==> config.mk <==
export PLATFORM = sky130hd
export DESIGN_NAME = tlp_frame_norm
export DESIGN_NICKNAME = d
export VERILOG_FILES = /design/src/rtl/tlp_frame_norm.sv
export SDC_FILE = /design/constraint.sdc
export NUM_CORES = 1
export LEC_CHECK = 0
export CAP_MARGIN = 30
export CORE_MARGIN = 10
export CORE_UTILIZATION = 35
export CTS_BUF_LIST = sky130_fd_sc_hd__clkbuf_2
export DETAILED_ROUTE_END_ITERATION = 7
export PLACE_DENSITY = 0.68
export SYNTH_ARGS = -nofsm -noshare
export SYNTH_HDL_FRONTEND = slang
export SYNTH_SLANG_ARGS = --single-unit
==> constraint.sdc <==
create_clock -name clk156 -period 2.4 [get_ports clk156]
set_input_delay 0.48 -clock clk156 [delete_from_list [all_inputs] [get_ports clk156]]
set_output_delay 0.48 -clock clk156 [all_outputs]
set_load 0.05 [all_outputs]
==> src/rtl/tlp_frame_norm.sv <==
// ============================================================================
// Module   : tlp_frame_norm
// Purpose  : Store-and-forward normaliser that turns captured PCIe TLPs into
//            fixed TLP_BEATS-beat records (zero-padded or truncated).
// Revision : 1.0 - initial release
// ============================================================================
`timescale 1ns/1ps
`default_nettype none

module tlp_frame_norm #(
    parameter int TLP_BEATS = 4,
    parameter int CNT_W     = 16
) (
    input  logic             clk156,
    input  logic             sys_rst_n,
    input  logic             s_axis_tvalid,
    output logic             s_axis_tready,
    input  logic [63:0]      s_axis_tdata,
    input  logic [7:0]       s_axis_tkeep,
    input  logic             s_axis_tlast,
    input  logic             s_axis_tuser,
    output logic             wr_en,
    output logic [73:0]      din,
    input  logic             prog_full,
    output logic [CNT_W-1:0] pkt_cnt,
    output logic [CNT_W-1:0] trunc_cnt,
    output logic [CNT_W-1:0] pad_cnt
);

    localparam int IDX_W  = (TLP_BEATS > 1) ? $clog2(TLP_BEATS) : 1;
    localparam int WCNT_W = $clog2(TLP_BEATS + 1);

    localparam logic [IDX_W-1:0]  c_last_idx  = IDX_W'(TLP_BEATS - 1);
    localparam logic [WCNT_W-1:0] c_beats     = WCNT_W'(TLP_BEATS);
    localparam logic [WCNT_W-1:0] c_last_word = WCNT_W'(TLP_BEATS - 1);

    typedef enum logic [1:0] {
        S_COLLECT = 2'd0,
        S_DROP    = 2'd1,
        S_FLUSH   = 2'd2
    } state_t;

    state_t            r_state;
    logic [63:0]       r_buf [TLP_BEATS];
    logic [IDX_W-1:0]  r_idx;
    logic [WCNT_W-1:0] r_wcnt;
    logic              r_burst;
    logic              r_err;

    logic              w_accept;
    logic [63:0]       w_data_masked;
    logic [IDX_W-1:0]  w_rd_idx;
    logic              w_rd_last;
    logic [73:0]       w_word;

    assign w_accept = s_axis_tvalid & s_axis_tready;

    generate
        for (genvar b = 0; b < 8; b++) begin : g_mask
            assign w_data_masked[8*b +: 8] = s_axis_tkeep[b] ? s_axis_tdata[8*b +: 8] : 8'h00;
        end
    endgenerate

    // Only the stored data varies; keep, tlast and tuser are rebuilt on read.
    assign w_rd_idx  = r_wcnt[IDX_W-1:0];
    assign w_rd_last = (r_wcnt == c_last_word);
    assign w_word    = {8'hFF, r_buf[w_rd_idx], w_rd_last, w_rd_last & r_err};

    always_ff @(posedge clk156 or negedge sys_rst_n) begin
        if (!sys_rst_n) begin
            r_state       <= S_COLLECT;
            r_idx         <= '0;
            r_wcnt        <= '0;
            r_burst       <= 1'b0;
            r_err         <= 1'b0;
            s_axis_tready <= 1'b0;
            wr_en         <= 1'b0;
            din           <= '0;
            pkt_cnt       <= '0;
            trunc_cnt     <= '0;
            pad_cnt       <= '0;
            for (int i = 0; i < TLP_BEATS; i++) r_buf[i] <= '0;
        end else begin
            wr_en <= 1'b0;
            din   <= '0;
            case (r_state)
                S_COLLECT: begin
                    s_axis_tready <= 1'b1;
                    if (w_accept) begin
                        r_buf[r_idx] <= w_data_masked;
                        r_err        <= r_err | s_axis_tuser;
                        if (r_idx == c_last_idx) begin
                            r_idx <= '0;
                            if (s_axis_tlast) begin
                                r_state       <= S_FLUSH;
                                s_axis_tready <= 1'b0;
                            end else begin
                                r_state <= S_DROP;
                                if (trunc_cnt != '1) trunc_cnt <= trunc_cnt + CNT_W'(1);
                            end
                        end else begin
                            r_idx <= r_idx + IDX_W'(1);
                            if (s_axis_tlast) begin
                                r_state       <= S_FLUSH;
                                s_axis_tready <= 1'b0;
                                if (pad_cnt != '1) pad_cnt <= pad_cnt + CNT_W'(1);
                            end
                        end
                    end
                end
                S_DROP: begin
                    s_axis_tready <= 1'b1;
                    if (w_accept) begin
                        r_err <= r_err | s_axis_tuser;
                        if (s_axis_tlast) begin
                            r_state       <= S_FLUSH;
                            s_axis_tready <= 1'b0;
                        end
                    end
                end
                S_FLUSH: begin
                    s_axis_tready <= 1'b0;
                    if (!r_burst) begin
                        // prog_full low guarantees room for the whole record.
                        if (!prog_full) begin
                            r_burst <= 1'b1;
                            wr_en   <= 1'b1;
                            din     <= w_word;
                            r_wcnt  <= r_wcnt + WCNT_W'(1);
                        end
                    end else if (r_wcnt != c_beats) begin
                        wr_en  <= 1'b1;
                        din    <= w_word;
                        r_wcnt <= r_wcnt + WCNT_W'(1);
                    end else begin
                        r_burst       <= 1'b0;
                        r_wcnt        <= '0;
                        r_idx         <= '0;
                        r_err         <= 1'b0;
                        r_state       <= S_COLLECT;
                        s_axis_tready <= 1'b1;
                        if (pkt_cnt != '1) pkt_cnt <= pkt_cnt + CNT_W'(1);
                        for (int i = 0; i < TLP_BEATS; i++) r_buf[i] <= '0;
                    end
                end
                default: begin
                    r_state <= S_COLLECT;
                end
            endcase
        end
    end

endmodule

`default_nettype wire

==> results of run 1 <==
-- layer usage --
metal	vias to the layer above	GRT usage, %	routed length, um
met4	0	5.05	864
li1	5483	-	-
met2	395	26.2	23100
met3	73	4.78	3230
met5	-	0	0
met1	6326	20.2	20000
-- worst max-delay path by stage --
| stage | from | endpoint | slack, ns | depth (start not counted) |
|---|---|---|---|---|
| after global routing | pad_cnt[15] | pad_cnt[15] | -0.008 | 1 |
| after CTS | din[7] | din[7] | 0.00004 | 1 |
| final | r_wcnt[0] | r_buf[242] | 0.13 | 7 |
| after global placement | s_axis_tvalid | r_buf[236] | 0.02 | 6 |
| after floorplan | r_wcnt[0] | r_buf[100] | 0.03 | 11 |
| after detailed placement | s_axis_tvalid | r_buf[230] | -0.02 | 6 |
-- power by group through the flow --
stage,clock network (mW),registers [mW],logic (mW)
floorplan,0,9.98,5.19
global placement,0,9.29,8.89
detailed placement,0,9.42,9.10
CTS,4.78,9.29,8.99
global route,5.11,9.50,9.44
finish,4.56,9.30,8.83
-- area by class of cell --
type,count,area share (%)
Multi-Input combinational cell,859,33.9
Timing Repair Buffer,298,13.2
Inverter,9,0.158
Antenna cell,4,0.0467
Tap cell,664,3.88
Clock buffer,151,3.53
Sequential cell,381,44.6
Clock inverter,23,0.719
-- kinds of logic after synthesis --
| kind of cell | Yosys count | share of synthesized area [%] |
|---|---|---|
| flip-flops | 381 | 55.1 |
| AO/OA/AOI/OAI | 99 | 5.12 |
| multiplexers | 263 | 21.3 |
| XOR/XNOR | 40 | 2.03 |
| AND/OR/NAND/NOR | 447 | 12.4 |
| adder cells (fa/ha/maj) | 10 | 0.724 |
| buffers and inverters | 114 | 3.30 |
-- registers in the layout (all words and copies together), names as in the netlist, 2 cells and up --
name       count
r_buf        256
din           67
pkt_cnt       16
r_wcnt         3
r_state        2
trunc_cnt     16
pad_cnt       16
r_idx          2
-- worst max-delay path: stages, from the launching register on --
cell	delay, ns
dfrtp_4	0.49
inv_1	0.06
ha_1	0.16
nand3_1	0.14
o21ai_1	0.41
o21a_4	0.29
buf_12	0.20
mux2_2	0.35
-- metrics by stage --
stage | TNS (ns) | instances
CTS | 0 | 2385
detailed placement | -0.309 | 2171
global placement | 0 | 2170
global route | -0.0327 | 2388
floorplan | 0 | 1354
finish | 0 | 2389
-- cell usage in the layout (no fill, tap or decap), drive strengths merged, types with 4 or more instances in the layout --
| master | instances |
|---|---|
| dfrtp | 381 |
| buf | 155 |
| o21ai | 9 |
| inv | 10 |
| nand2 | 90 |
| mux4 | 64 |
| a32o | 64 |
| ha | 10 |
| clkdlybuf4s50 | 76 |
| xor2 | 23 |
| dlygate4sd3 | 39 |
| and3 | 9 |
| nor3 | 11 |
| clkbuf | 158 |
| nand3 | 21 |
| nor4 | 11 |
| clkdlybuf4s15 | 21 |
| xnor2 | 17 |
| a21oi | 5 |
| nand4 | 12 |
| diode | 4 |
| nor2 | 200 |
| clkinv | 19 |
| and2 | 70 |
| mux2 | 198 |
| and4 | 5 |
-- timing repair --
action / in CTS / in global routing
endpoints found under the setup margin: 124 / 16
pin swaps: 0 / 0
hold endpoints to repair: 419 / 0
gates resized for setup: 601 / 23
hold buffers: 40 / 0
buffers inserted: 0 / 0
==> flow_summary_export.csv, run 1 <==
group,metric,value,unit
synthesis,synth_area,17300,sq um
layout,final_util,43.8,%
routing,dr.first_iter.drc_count,774,
timing,skew,0.0817,ns
routing,ant_nets,0,
synthesis,ys.flop_type,"dfrtp_1",
pwr,pwr-share-comb,38.9,%
global_route,grt_usage,16.1,%
pwr,p_leak,10.2,nW
routing,wire_per_inst,19.7,um
placement,post-place-ws,-0.0210,ns
synthesis,synth_commonest_cells,"dfrtp_1 (381), nor2_1 (200), mux2_2 (198)",
synthesis,yosysTopAreaCellShare,55.1,%
pwr,peakVddDrop,941,uV
die,io_pins,202,
global_route,overflow,0,
pwr,power_density,1060,nW/um^2
layout,fin_area,21400,sq um
placement,port_buffers,201,
synthesis,synth_most_common_cell,"dfrtp_1",
cts,clkTransAtPathRegs,0.12,ns
die,row_count,81,
die,start_util,35.4,%
routing,via_per_inst,5.14,
global_route,grt_pass1_wl,75900,um
layout,syn2layout_area_growth,23.9,%
cts,cts-root-buf,"clkbuf_2",
flow_run,cap_violations,0,
die,die_w,242,um
pwr,p_int,14.1,mW
synthesis,ys_ff_latch,381,
timing,hold_viol,0,
timing,layout_setup_ws,0.133,ns
cts,cts_buffer_depth,3,
synthesis,synth.largest_area_cell,"dfrtp_1",
cts,cts_max_level,3,
routing,route.detailed.drc,0,
timing,slew_headroom,47.2,%
critical_path,cp.required,3.28,ns
cts,clkLatencyLatePin,1.07,ns
timing,period_minus_slack,2.27,ns
placement,place_area,20500,sq um
routing,firstDrtPassIters,5,
timing,setup_viol,0,
pwr,pwr-share-seq,41.0,%
synthesis,yosys_warnings,0,
layout,drive_gt1_share,37.2,%
placement,dp_hpwl,30100,um
critical_path,critPathKind,"register to register",
synthesis,syn_inst,1354,
layout,multi_input_area,7250,sq um
synthesis,synth_area_leaders,"dfrtp_1 (55%), mux2_2 (13%), mux4_2 (8.3%)",
timing,finalHoldWorstSlack,0.110,ns
critical_path,r2r_start,"r_wcnt[0]",
layout,seqCellArea,9550,sq um
critical_path,cp_max_fo,21,
synthesis,async_reset_ff_share,100,%
synthesis,synth-edff-count,0,
die,core_area,48800,sq um
cts,cts_tree,"built",
critical_path,worstPathArrival,3.15,ns
critical_path,cp-end-kind,"register",
pwr,power,22.7,mW
timing,fmax,0.441,GHz
synthesis,ys_types,56,
global_route,grt_pass1_vias,13484,
placement,globalplace.congestion,0.785,
layout,fillCellCount,4637,
synthesis,synth.avg_cell_area,12.8,sq um
die,die_y,242,um
timing,tightest_slew,0.790,ns
routing,num_vias,12277,
pwr,swShare,38.0,%
critical_path,r2r_slack,0.13,ns
cts,cts_sinks,381,
cts,cts_made_buffers,102,
critical_path,critical_path.startpoint_type,"register",
run_status,status,"completed",
die,die_area,58700,sq um
global_route,grt_max_degree,68,
critical_path,r2r_cells,7,
layout,finalNetCount,1739,
pwr,clockPowerShare,20.1,%
synthesis,synth_nets,1442,
critical_path,timing.rr.end,"r_buf[242]",
pwr,switching_power,8.63,mW
global_route,antenna_found_initial,2,
routing,wl,47200,um
timing,slew_viol_final,0,
timing,min_period_over_period,94.5,%
worst_hold_path,worst_hold_path_type,"input port to async pin",
synthesis,ys_seq_area_share,55.1,%
Note: power is estimated with default switching activity, not from simulation.
==> run 2: changes to the inputs <==
--- a/config.mk
+++ b/config.mk
@@ -5,6 +5,7 @@
 export SDC_FILE = /design/constraint.sdc
 export NUM_CORES = 1
 export LEC_CHECK = 0
+export ABC_AREA = 1
 export CAP_MARGIN = 30
 export CORE_MARGIN = 10
 export CORE_UTILIZATION = 35
==> flow_summary_export.csv, run 2 <==
group,metric,value,unit
critical_path,worstPathArrival,1.76,ns
pwr,p_leak,10.3,nW
synthesis,synth_nets,2357,
global_route,grt_usage,17.3,%
run_status,status,"completed",
layout,fillCellCount,5229,
synthesis,ys_types,29,
worst_hold_path,worst_hold_path_type,"input port to register",
placement,port_buffers,201,
timing,min_period_over_period,93.5,%
timing,skew,0.0930,ns
synthesis,yosysTopAreaCellShare,51.8,%
cts,cts_sinks,381,
timing,setup_viol,0,
routing,wire_per_inst,16.7,um
synthesis,synth.avg_cell_area,8.11,sq um
die,start_util,35.6,%
cts,cts-root-buf,"clkbuf_2",
cts,cts_made_buffers,104,
timing,fmax,0.446,GHz
synthesis,ys_ff_latch,381,
layout,reg.largest.list,"r_buf x256, din x67",
placement,place_area,20900,sq um
pwr,power,25.4,mW
layout,multi_input_area,7500,sq um
synthesis,async_reset_ff_share,100,%
timing,layout_setup_ws,0.157,ns
layout,final_cell_mix,"nand2_1 (543), dfrtp_1 (370), nor2_1 (308)",
die,core_area,51700,sq um
timing,slew_viol_final,0,
global_route,overflow,0,
routing,num_vias,16462,
critical_path,cp-end-kind,"output port",
global_route,grt_pass1_vias,16558,
routing,firstDrtPassIters,6,
critical_path,path_buf_inv,1,
critical_path,cp_top_family,"flip-flops",
cts,cts_setup_buffers,0,
layout,drive_gt1_share,16.2,%
die,die_w,249,um
critical_path,cp.required,1.92,ns
global_route,grt_max_degree,131,
timing,slew_headroom,35.3,%
pwr,power_density,1150,nW/um^2
timing,hold_viol,0,
routing,dr.first_iter.drc_count,1136,
timing,period_minus_slack,2.24,ns
layout,finalNetCount,2601,
synthesis,ys.flop_type,"dfrtp_1",
routing,wl,54700,um
routing,ant_nets,0,
die,row_count,83,
cts,cts_buffer_depth,3,
die,die_y,249,um
critical_path,cpPeakStageDelay,0.43,ns
global_route,antenna_found_initial,1,
synthesis,synth_most_common_cell,"nand2_1",
cts,clkLatencyLatePin,1.11,ns
synthesis,synth_area,18400,sq um
layout,top_register,"r_buf",
cts,cts_tree,"built",
timing,rsz0062_at_grt,"no",
die,io_pins,202,
cts,cts_max_level,3,
critical_path,critPathKind,"register to output port",
die,die_area,62100,sq um
routing,via_per_inst,5.03,
placement,dp_hpwl,31900,um
critical_path,critical_path.startpoint_type,"register",
layout,seqCellArea,9550,sq um
flow_run,cap_violations,0,
timing,tightest_slew,0.971,ns
synthesis,syn_inst,2269,
synthesis,ys_seq_area_share,51.8,%
cts,clkTransAtPathRegs,0.09,ns
layout,syn2layout_area_growth,20.1,%
layout,largest_reg_flops,256,
pwr,peakVddDrop,815,uV
layout,fin_area,22100,sq um
critical_path,cp_max_fo,5,
timing,finalHoldWorstSlack,0.183,ns
layout,final_common_cell,"nand2_1",
synthesis,synth_commonest_cells,"nand2_1 (545), dfrtp_1 (381), nor2_1 (308)",
synthesis,synth_area_leaders,"dfrtp_1 (52%), nand2_1 (11%), nor2_1 (6.3%)",
synthesis,yosys_warnings,0,
critical_path,critical_path.slowest_cell,"dfrtp_1",
global_route,grt_pass1_wl,88700,um
critical_path,cp_cell_sequence,"buf_2",
placement,globalplace.congestion,0.841,
synthesis,synth-edff-count,0,
routing,route.detailed.drc,0,
synthesis,synth.largest_area_cell,"dfrtp_1",
placement,post-place-ws,0.174,ns
[run 2: worst paths after layout]
| path | start | endpoint | slack (ns) | depth (start not counted) |
|---|---|---|---|---|
| min in group asynchronous | sys_rst_n | din[26] | 0.64 | 4 |
| worst max register to register | r_wcnt[0] | r_wcnt[0] | 0.22 | 8 |
| worst min register to register | r_buf[45] | r_buf[45] | 0.49 | 2 |
| worst max-delay path | pad_cnt[5] | pad_cnt[5] | 0.16 | 1 |
| max in group asynchronous | sys_rst_n | trunc_cnt[12] | 1.38 | 4 |
| worst min-delay path | s_axis_tlast | r_state[1] | 0.18 | 3 |
[run 2: layer usage]
layer	vias to the layer above	part of all wire, %	global-route usage [%]
met5	-	0	0
met4	0	2.9	7.72
met3	93	5.8	3.46
li1	7916	-	-
met2	544	48	28.2
met1	7909	44	21.7
[run 2: stage by stage]
| step | utilization, % | setup TNS (ns) | cells |
|---|---|---|---|
| after floorplan | - | 0 | 2269 |
| after CTS | 42.7 | -0.0148 | 3270 |
| after global routing | 42.7 | 0 | 3271 |
| after global placement | 40.5 | 0 | 3019 |
| final | 42.7 | 0 | 3271 |
| after detailed placement | 40.5 | 0 | 3019 |
[run 2: area by class of cell]
| class | instances | area share, % |
|---|---|---|
| multi-input cells | 1608 | 33.9 |
| well taps | 680 | 3.85 |
| clock buffers | 157 | 3.56 |
| diodes | 1 | 0.0113 |
| clock inverters | 26 | 0.555 |
| repair buffers | 308 | 13.0 |
| inverters | 110 | 1.88 |
| flip-flops and latches | 381 | 43.2 |
[run 2: power breakdown]
part	switching, mW	internal, mW	leakage, nW
sequential	0.948	8.06	5.20
clock	2.83	1.74	0.703
combinational	8.66	3.13	4.42
[run 2: cell families (layout without fill, tap and decap cells)]
family | after synthesis | count (layout) | share of synthesized area (%)
AO/OA/AOI/OAI | 481 | 481 | 14.3
AND/OR/NAND/NOR | 1095 | 1095 | 24.3
adder cells (fa/ha/maj) | 10 | 10 | 0.680
flip-flops | 381 | 381 | 51.8
XOR/XNOR | 22 | 22 | 1.05
other | 0 | 1 | 0
buffers and inverters | 280 | 601 | 7.88
[run 2: repair_timing]
action | CTS | global route
setup endpoints to repair | 124 | 3
hold endpoints to repair | 547 | 0
hold buffers | 68 | 0
resized for setup | 665 | 3
==> run 3: changes to the inputs <==
--- a/config.mk
+++ b/config.mk
@@ -11,6 +11,7 @@
 export CORE_UTILIZATION = 35
 export CTS_BUF_LIST = sky130_fd_sc_hd__clkbuf_2
 export DETAILED_ROUTE_END_ITERATION = 7
+export HOLD_SLACK_MARGIN = 0.05
 export PLACE_DENSITY = 0.68
 export SYNTH_ARGS = -nofsm -noshare
 export SYNTH_HDL_FRONTEND = slang
==> flow_summary_export.csv, run 3 (synthesized netlist as in run 2, its figures left out) <==
group,metric,value,unit
timing,fmax,0.442,GHz
die,start_util,35.6,%
critical_path,critPathKind,"register to output port",
worst_hold_path,worst_hold_path_type,"input port to register",
placement,dp_cells,3019,
routing,dr.first_iter.drc_count,1171,
routing,route.detailed.drc,0,
flow_run,cap_violations,0,
cts,cts_made_buffers,104,
routing,firstDrtPassIters,6,
cts,clkLatencyLatePin,1.12,ns
timing,slew_viol_final,0,
layout,drive_gt1_share,16.1,%
placement,dp_hpwl,31900,um
placement,port_buffers,201,
timing,slew_headroom,35.7,%
critical_path,critical_path.startpoint_type,"register",
timing,setup_viol,0,
placement,place_area,20900,sq um
critical_path,critical_path.slowest_cell,"dfrtp_1",
worst_hold_path,hp-start,"s_axis_tkeep[3]",
timing,period_minus_slack,2.26,ns
routing,wl,54600,um
global_route,grt_usage,17.3,%
pwr,power,25.4,mW
die,die_area,62100,sq um
critical_path,cp_max_fo,5,
global_route,antenna_found_initial,1,
die,row_count,83,
cts,cts_tree,"built",
layout,fillCellCount,5222,
cts,cts_sinks,381,
routing,via_per_inst,5.05,
layout,syn2layout_area_growth,20.5,%
layout,top_register,"r_buf",
cts,cts_buffer_depth,3,
critical_path,worstPathArrival,1.78,ns
run_status,status,"completed",
critical_path,cp_top_family,"flip-flops",
die,die_w,249,um
global_route,grt_max_degree,131,
critical_path,cp_cell_sequence,"buf_2",
pwr,power_density,1140,nW/um^2
layout,fin_area,22200,sq um
worst_hold_path,hold_end,"r_buf[28]",
pwr,p_leak,10.3,nW
cts,cts-root-buf,"clkbuf_2",
critical_path,r2r_slack,0.23,ns
layout,final_cells,3278,
routing,wire_per_inst,16.7,um
timing,min_period_over_period,94.2,%
critical_path,r2r_start,"r_wcnt[0]",
worst_hold_path,hold_depth,3,
die,core_area,51700,sq um
layout,reg.largest.list,"r_buf x256, din x67",
routing,num_vias,16564,
routing,ant_nets,0,
global_route,overflow,0,
global_route,grt_pass1_vias,16623,
layout,final_util,42.9,%
layout,final_common_cell,"nand2_1",
placement,globalplace.congestion,0.841,
die,io_pins,202,
critical_path,timing.rr.end,"r_wcnt[1]",
pwr,peakVddDrop,809,uV
cts,clkTransAtPathRegs,0.09,ns
cts,cts_max_level,3,
critical_path,cp.required,1.92,ns
die,die_y,249,um
critical_path,path_buf_inv,1,
timing,skew,0.0915,ns
timing,hold_viol,0,
critical_path,cpPeakStageDelay,0.43,ns
layout,final_cell_mix,"nand2_1 (543), dfrtp_1 (370), nor2_1 (308)",
layout,finalNetCount,2608,
layout,largest_reg_flops,256,
timing,rsz0062_at_grt,"no",
critical_path,cp-end-kind,"output port",
global_route,grt_pass1_wl,88900,um
cts,cts_setup_buffers,0,
timing,tightest_slew,0.964,ns
critical_path,r2r_cells,8,
[run 3: through the flow]
stage	hold WS, ns	setup slack (ns)	TNS, ns
6_report	0.179	0.139	0
5_1_grt	0.134	0.00266	0
4_1_cts	0.0508	-0.00910	-0.0148
3_5_place_dp	0.464	0.174	0
3_3_place_gp	0.459	0.207	0
2_1_floorplan	0.184	0.252	0
[run 3: worst max path at each step]
stage                    to     startpoint  slack [ns]  depth (start not counted)
6_report         pad_cnt[5]     pad_cnt[5]        0.14                          1
5_1_grt        trunc_cnt[8]   trunc_cnt[8]       0.003                          1
4_1_cts              din[3]         din[3]      -0.009                          1
3_5_place_dp      r_wcnt[0]      prog_full        0.17                          7
3_3_place_gp     r_buf[185]  s_axis_tvalid        0.21                          9
2_1_floorplan     r_buf[71]      r_wcnt[0]        0.25                         13
[run 3: layer usage]
metal  up-vias  wire (um)  GRT usage, %
met1      8008      23700          21.7
li1       7930          -             -
met5         -          0             0
met2       529      26100          28.2
met4         0       1690          7.85
met3        97       3150          3.47
[run 3: power by group]
group	total (mW)	switching (mW)	leakage [nW]	internal, mW
Combinational	11.8	8.65	4.44	3.14
Clock	4.58	2.83	0.703	1.74
Sequential	9.01	0.949	5.20	8.06
Total	25.4	12.4	10.3	12.9
[run 3: final cells by class]
cell class              count  area, sq um  area share [%]
well taps                 680          851            3.84
inverters                 110          415            1.87
clock inverters            26          123           0.553
diodes                      1         2.50          0.0113
clock buffers             157          786            3.54
flip-flops and latches    381         9550            43.1
multi-input cells        1608         7500            33.8
repair buffers            315         2940            13.3
[run 3: repair_timing]
action                                  4_1_cts  5_1_grt
endpoints found under the setup margin      124        3
endpoints found under the hold margin       620        0
hold buffers                                 75        0
resized for setup                           665        3
